**src/rtl/span_walker.sv**
```systemverilog
// span_walker: walks one horizontal span per lineStart, interpolating Z/RGB with saturation and writing depth-passing pixels as RGB565.
// Optional depth test enabled by defining SPAN_ZTEST_EN; otherwise every pixel passes.
module span_walker #(
  parameter int XW = 10
) (
  input  logic          clk100,
  input  logic          reset_n,
  input  logic [XW-1:0] X1,
  input  logic [XW-1:0] X2,
  input  logic [25:0]   Z1,
  input  logic [26:0]   NZ,
  input  logic [21:0]   R1,
  input  logic [22:0]   NR,
  input  logic [21:0]   G1,
  input  logic [22:0]   NG,
  input  logic [17:0]   B1,
  input  logic [18:0]   NB,
  input  logic          lineStart,
  output logic          lineDone,
  input  logic          nextFrame,
  output logic [XW-1:0] zrd_addr,
  input  logic [25:0]   zrd_data,
  output logic          zwr_en,
  output logic [XW-1:0] zwr_addr,
  output logic [25:0]   zwr_data,
  output logic          pix_wr_en,
  output logic [XW-1:0] pix_addr,
  output logic [15:0]   pix_data
);
  localparam int PIPE_LAT = 2;
  typedef enum logic [1:0] {IDLE, WALK, DRAIN} state_t;
  state_t st;
  logic [XW-1:0] x, cnt, n;
  logic neg;
  logic [1:0] dcnt;
  logic [25:0] z, z_nx, s1_z;
  logic [26:0] nz, zs;
  logic [21:0] r, g, r_nx, g_nx, s1_r, s1_g;
  logic [22:0] nr, ng, rs, gs;
  logic [17:0] b, b_nx, s1_b;
  logic [18:0] nb, bs;
  logic [XW-1:0] s1_x;
  logic s1_v, pass;
  // Sum one bit wider than the value; a set MSB means over- or underflow depending on step sign.
  assign zs = {1'b0, z} + nz;
  assign rs = {1'b0, r} + nr;
  assign gs = {1'b0, g} + ng;
  assign bs = {1'b0, b} + nb;
  assign z_nx = zs[26] ? {26{~nz[26]}} : zs[25:0];
  assign r_nx = rs[22] ? {22{~nr[22]}} : rs[21:0];
  assign g_nx = gs[22] ? {22{~ng[22]}} : gs[21:0];
  assign b_nx = bs[18] ? {18{~nb[18]}} : bs[17:0];
  assign n = X2 > X1 ? X2 - X1 : X1 - X2;
`ifdef SPAN_ZTEST_EN
  assign zrd_addr = x;
  assign pass = s1_z < zrd_data;
`else
  logic unused_zrd;
  assign unused_zrd = ^zrd_data;
  assign zrd_addr = '0;
  assign pass = 1'b1;
`endif
  always_ff @(posedge clk100 or negedge reset_n) begin
    if (!reset_n) begin
      st <= IDLE;
      lineDone <= 1'b1;
      x <= '0;
      cnt <= '0;
      neg <= 1'b0;
      dcnt <= '0;
      z <= '0;
      r <= '0;
      g <= '0;
      b <= '0;
      nz <= '0;
      nr <= '0;
      ng <= '0;
      nb <= '0;
      s1_v <= 1'b0;
      s1_x <= '0;
      s1_z <= '0;
      s1_r <= '0;
      s1_g <= '0;
      s1_b <= '0;
      zwr_en <= 1'b0;
      pix_wr_en <= 1'b0;
      zwr_addr <= '0;
      zwr_data <= '0;
      pix_addr <= '0;
      pix_data <= '0;
    end else if (nextFrame) begin
      st <= IDLE;
      lineDone <= 1'b1;
      s1_v <= 1'b0;
      zwr_en <= 1'b0;
      pix_wr_en <= 1'b0;
    end else begin
      s1_v <= st == WALK;
      s1_x <= x;
      s1_z <= z;
      s1_r <= r;
      s1_g <= g;
      s1_b <= b;
      zwr_en <= s1_v && pass;
      pix_wr_en <= s1_v && pass;
      zwr_addr <= s1_x;
      pix_addr <= s1_x;
      zwr_data <= s1_z;
      pix_data <= {s1_r[21:17], s1_g[21:16], s1_b[17:13]};
      case (st)
        IDLE: if (lineStart) begin
          x <= X1;
          z <= Z1;
          r <= R1;
          g <= G1;
          b <= B1;
          nz <= NZ;
          nr <= NR;
          ng <= NG;
          nb <= NB;
          neg <= !(X2 > X1);
          cnt <= n;
          dcnt <= 2'(PIPE_LAT - 1);
          lineDone <= 1'b0;
          st <= n != '0 ? WALK : DRAIN;
        end
        WALK: begin
          x <= neg ? x - 1'b1 : x + 1'b1;
          z <= z_nx;
          r <= r_nx;
          g <= g_nx;
          b <= b_nx;
          cnt <= cnt - 1'b1;
          st <= cnt == 1 ? DRAIN : WALK;
        end
        DRAIN: begin
          dcnt <= dcnt - 1'b1;
          lineDone <= dcnt == 0;
          st <= dcnt == 0 ? IDLE : DRAIN;
        end
        default: st <= IDLE;
      endcase
    end
  end
endmodule

```
**config.mk**
```make
export PLATFORM = sky130hd
export DESIGN_NAME = span_walker
export DESIGN_NICKNAME = d
export VERILOG_FILES = /design/src/rtl/span_walker.sv
export SDC_FILE = /design/constraint.sdc
export NUM_CORES = 1
export LEC_CHECK = 0
export ABC_AREA = 0
export CAP_MARGIN = 10
export CELL_PAD_IN_SITES_DETAIL_PLACEMENT = 1
export CELL_PAD_IN_SITES_GLOBAL_PLACEMENT = 2
export CORE_MARGIN = 2
export CORE_UTILIZATION = 35
export DETAILED_ROUTE_END_ITERATION = 7
export PLACE_DENSITY = 0.79
export SYNTH_ARGS = -nofsm -noshare
export SYNTH_HDL_FRONTEND = slang
export SYNTH_SLANG_ARGS = --single-unit
```
**constraint.sdc**
```tcl
create_clock -name clk100 -period 4.22 [get_ports clk100]
set_clock_uncertainty 0.15 [all_clocks]
set_input_delay 0.844 -clock clk100 [delete_from_list [all_inputs] [get_ports clk100]]
set_output_delay 0.844 -clock clk100 [all_outputs]
set_load 0.05 [all_outputs]
```
# Word-level counts from Yosys, hierarchy flattened
# Cells that the tools add are included.
# W data, S select, Z words.
# classes
add_sub_neg	10
n_lt_le_gt_ge	1
n_eq_ne	5
mux	31
n_bitwise	5
reduce_logical	11
# ops
op	count
$mux W22	4
$pmux W22 S2	2
$mux W26	2
$pmux W26 S2	1
$add A22 B23 Y23	2
$mux W10	4
$pmux W10 S2	2
$mux W18	2
$pmux W18 S2	1
$add A26 B27 Y27	1
$sub A10 B1 Y10 const B	2
$sub A10 B10 Y10	2
$add A18 B19 Y19	1
$mux W2	6
$add A10 B1 Y10 const B	1
$eq A10 B1 Y1 const B	1
$gt A10 B10 Y1	1
$reduce_bool A10 Y1	1
$reduce_and A3 Y1	3
$pmux W2 S3	1
$not A1 Y1	5
$logic_not A2 Y1	2
$mux W1	4
$pmux W2 S2	1
10 further kinds	11
# word_totals
register_bits	358
input_bits	230
out_inout_bits	75
wordCells	87

# Depth between registers and ports, before layout
# logic_depth
ltp_word	7
depth_mapped	14

# Worst setup path before layout
# Ideal clock, no wire load.
# synth_path
path_type	input to register
start	in X2[0]
end	reg st[0]
setup_time_ns	0.095
t_arrival_ns	3.165
path_slack_ns	0.810
cell_stages	14
cell_sequence	inv_1 > ha_1 > fa_1 > nor2b_1 > o21ai_1 > a21oi_1 > o21bai_1 > a21o_1 > buf_2 > a221oi_1 > o21ai_1 > xor2_1 > and4bb_1 > o31ai_1
# synth_between
elab_chain_len	7
word_cells_on_any_way	9
classes_between	2 x add/sub; 1 x order compare; 5 x mux; 1 x reduce/logical
# synth_rtl
item	line	source
start, declared	9	input logic [XW-1:0] X2,
$sub A10 B10 Y10 / $gt A10 B10 Y1 (equally long branches)	53	assign n = X2 > X1 ? X2 - X1 : X1 - X2;
$mux W10 *	53	
$reduce_bool A10 Y1 *	125	st <= n != '0 ? WALK : DRAIN;
$mux W2 *	125	
$mux W2 *	111	IDLE: if (lineStart) begin
$pmux W2 S3 *	110	case (st)
$mux W2 *	91	end else if (nextFrame) begin
end signal, assigned	125	
end signal, assigned	134	st <= cnt == 1 ? DRAIN : WALK;
end signal, assigned	139	st <= dcnt == 0 ? IDLE : DRAIN;
end, declared	32	state_t st;
# Mark *: on every way between the ends. The rest lies on a longest branch, timed or not. The select of a mux whose other input is x is not followed.
# A chain may end at the register's enable or synchronous reset.

# Final worst setup path
# layout_path
start	reg g[0]
end	reg g[1]
# layout_between
elab_chain_len	3
# layout_rtl
item	line	source
start, declared	38	logic [21:0] r, g, r_nx, g_nx, s1_r, s1_g;
start signal, assigned	131	g <= g_nx;
$add A22 B23 Y23	47	assign gs = {1'b0, g} + ng;
$mux W22	51	assign g_nx = gs[22] ? {22{~ng[22]}} : gs[21:0];
$pmux W22 S2	110	
# Every way passes these cells.

==> run_results.csv <==
group,metric,value,unit
logic_synthesis,ys.flop_type,"dfrtp_1",
setup_path,required,4.48,ns
cts,root_buffer,"clkbuf_16",
timing,period_needed,3.87,ns
power_and_ir_drop,p_leak,0.00999,uW
timing,timing.final.crit_share,91.6,%
placement,port_buffers,268,
cts,clk_latency,0.57,ns
logic_synthesis,async_flop_share,100,%
global_route,grt_pass1_wl,89500,um
die,rows,84,
timing,fmax,259,MHz
logic_synthesis,seq_area_frac_synth,42.0,%
run_status,status,"finished, final reports clean",
logic_synthesis,synth_edf_count,0,
power_and_ir_drop,power,20400,uW
timing,max-slew-margin-rel,37.7,%
cts,cts-buffers-inserted,41,
logic_synthesis,synth_warnings,0,
die,fp.dieH,234,um
die,die_x,234,um
global_route,grt_antenna_before_repair,1,
cts,cts_hold_buf,0,
job,drv_cap,0,
power_and_ir_drop,ir_drop,0.000314,V
die,io_pins,305,
die,initial_core_util,35.4,%
logic_synthesis,synth_area,0.0186,mm^2
setup_path,crit_family,"compound AO/OA/AOI/OAI gates",
setup_path,critPathKind,"flip-flop to flip-flop",
placement,dpl_cell_area,0.0220,mm^2
placement,routabilityCongestion,0.820,
cts,cts_tree,"built",
drt,viasPerCell,5.30,
placement,placed_cells,2722,
setup_path,critPathArrivalTime,4.12,ns
logic_synthesis,ys_seq_elements,312,
logic_synthesis,synth_area_leaders,"dfrtp_1 42%, mux2_2 12%, ha_1 7.9%",
cts,post-cts-setup-buffers,0,
global_route,grt_overflow_total,0,
setup_path,slowest_stage,"nor2_4",
timing,rsz0062_at_grt,"false",
die,fp.coreArea,0.0526,mm^2
min_path,hp-class,"input port to async pin",
drt,first_iter_violations,689,
setup_path,end_kind,"flip-flop",
finish,final_util,44.6,%
logic_synthesis,yosysTopAreaCell,"dfrtp_1",
logic_synthesis,synth_top_area_share,41.9,%
finish,fin_cells,2797,
finish,fin_area,0.0234,mm^2
logic_synthesis,syn_avg_cell_area,10.2,um^2
setup_path,crit_fanout,17,
setup_path,cp_num_buf_inv,1,
logic_synthesis,synth.distinct_cells,88,
drt,drt-total-wl,56200,um
finish,nets,2432,
cts,clock_path_buffers,3,
timing,hold_violations,0,
cts,htree_levels,2,
global_route,grt_max_degree,117,
global_route,grt_pass1_vias,16200,
finish,area_growth,26.1,%
drt,vias,14800,
timing,slew_violations,0,
finish,drive_gt1_share,15.8,%
drt,drtAntennaViolNets,0,
timing,max_slew.worst_pin.slew,0.935,ns
cts,cts_resized,0,
drt,wl_per_cell,20.1,um
setup_path,critPathLaunchType,"flip-flop",
global_route,groute.usage.overall,20.7,%
drt,dr.pass1.iters,5,
timing,setup_viol,0,
die,die_area,0.0550,mm^2
placement,dpl.hpwl,39800,um
setup_path,crit_chain,"ha_1 -> inv_1 -> fa_1 -> nor2b_1 -> o31a_1 -> o41ai_2 -> a21oi_1 -> a31oi_1 -> o21ai_1 -> a21oi_2 -> nor3_1 -> nor2_4 -> a32oi_1",
drt,drc,0,
cts,path_clk_slew,0.06,ns
setup_path,slowest_delay,0.44,ns
power_and_ir_drop,p_per_area,871,mW/mm^2
cts,cts.sinks,312,
logic_synthesis,syn_inst,1828,
[logic make-up (layout without fill, tap and decap cells)]
| group | count (synthesis) | after routing | synth area share [%] |
|---|---|---|---|
| other cells | 1 | 11 | 0.0202 |
| xor+xnor | 83 | 83 | 3.91 |
| flops | 312 | 312 | 42.0 |
| buf+inv | 168 | 439 | 4.40 |
| compound gates | 510 | 510 | 17.2 |
| mux | 197 | 197 | 11.9 |
| fa+ha+maj | 156 | 156 | 10.4 |
| simple gates | 401 | 401 | 10.2 |
[cell usage after synthesis (33+ instances only)]
master	count
o21ai_0	116
ha_1	118
nor2_1	114
a21o_1	43
xnor2_1	52
nand2_1	128
clkbuf_1	62
mux2_2	192
dfrtp_1	311
inv_1	62
a21oi_1	143
nor3_1	33
o21ai_1	37
[final timing paths]
| check | start | endpoint | slack (ns) | cells past startpoint |
|---|---|---|---|---|
| min in group clk100 | s1_v | pix_wr_en | 0.31 | 1 |
| hold / removal | reset_n | nb[14] | 0.15 | 1 |
| hold reg to reg | s1_v | pix_wr_en | 0.31 | 1 |
| max in group asynchronous | reset_n | nz[9] | 2.87 | 2 |
| setup / recovery | g[0] | g[1] | 0.35 | 13 |
| setup reg to reg | g[0] | g[1] | 0.35 | 13 |
[area by class of cell]
cell class / count / area (um^2)
diodes: 1 / 2.50
flip-flops and latches: 312 / 7810
multi-input cells: 1357 / 10000
fillers: 5824 / 29100
clock buffers: 59 / 1240
well taps: 688 / 861
repair buffers: 301 / 3020
inverters: 64 / 240
clock inverters: 15 / 231
[registers in the layout, indices dropped and copies added, names as in the netlist, 22 cells and up]
| register | cells |
|---|---|
| nr | 23 |
| ng | 23 |
| r | 22 |
| z | 26 |
| zwr_data | 26 |
| nz | 27 |
| g | 22 |
| s1_z | 26 |
[cell usage in the layout, fill, tap and decap left out, types with 43 or more instances in the layout]
cell	n
clkbuf_16	43
nor2_1	112
nand2_1	128
xnor2_1	52
ha_1	118
dfrtp_1	310
a21o_1	43
a21oi_1	143
inv_1	62
clkdlybuf4s50_1	266
mux2_2	192
o21ai_0	116
[routing by layer]
metal	vias up	track usage, %	routed length, um
met3	79	2.73	1830
li1	7049	-	-
met1	7467	26.4	25000
met2	235	36.4	28000
met5	-	0	0
met4	0	6.05	1350
[stage by stage]
stage,setup WS [ns],setup TNS (ns),hold slack (ns)
2_1_floorplan,0.810,0,0.289
3_3_place_gp,-0.0158,-0.0263,0.301
3_5_place_dp,-0.104,-0.186,0.319
4_1_cts,0.380,0,0.162
5_1_grt,0.103,0,0.183
6_report,0.354,0,0.146
[where the power goes]
group	switching [uW]	internal [uW]	total (uW)
clock network	1370	2400	3770
registers	1030	4340	5380
logic	6340	4910	11300
total	8750	11700	20400
Power figures use the tool's default switching activity.
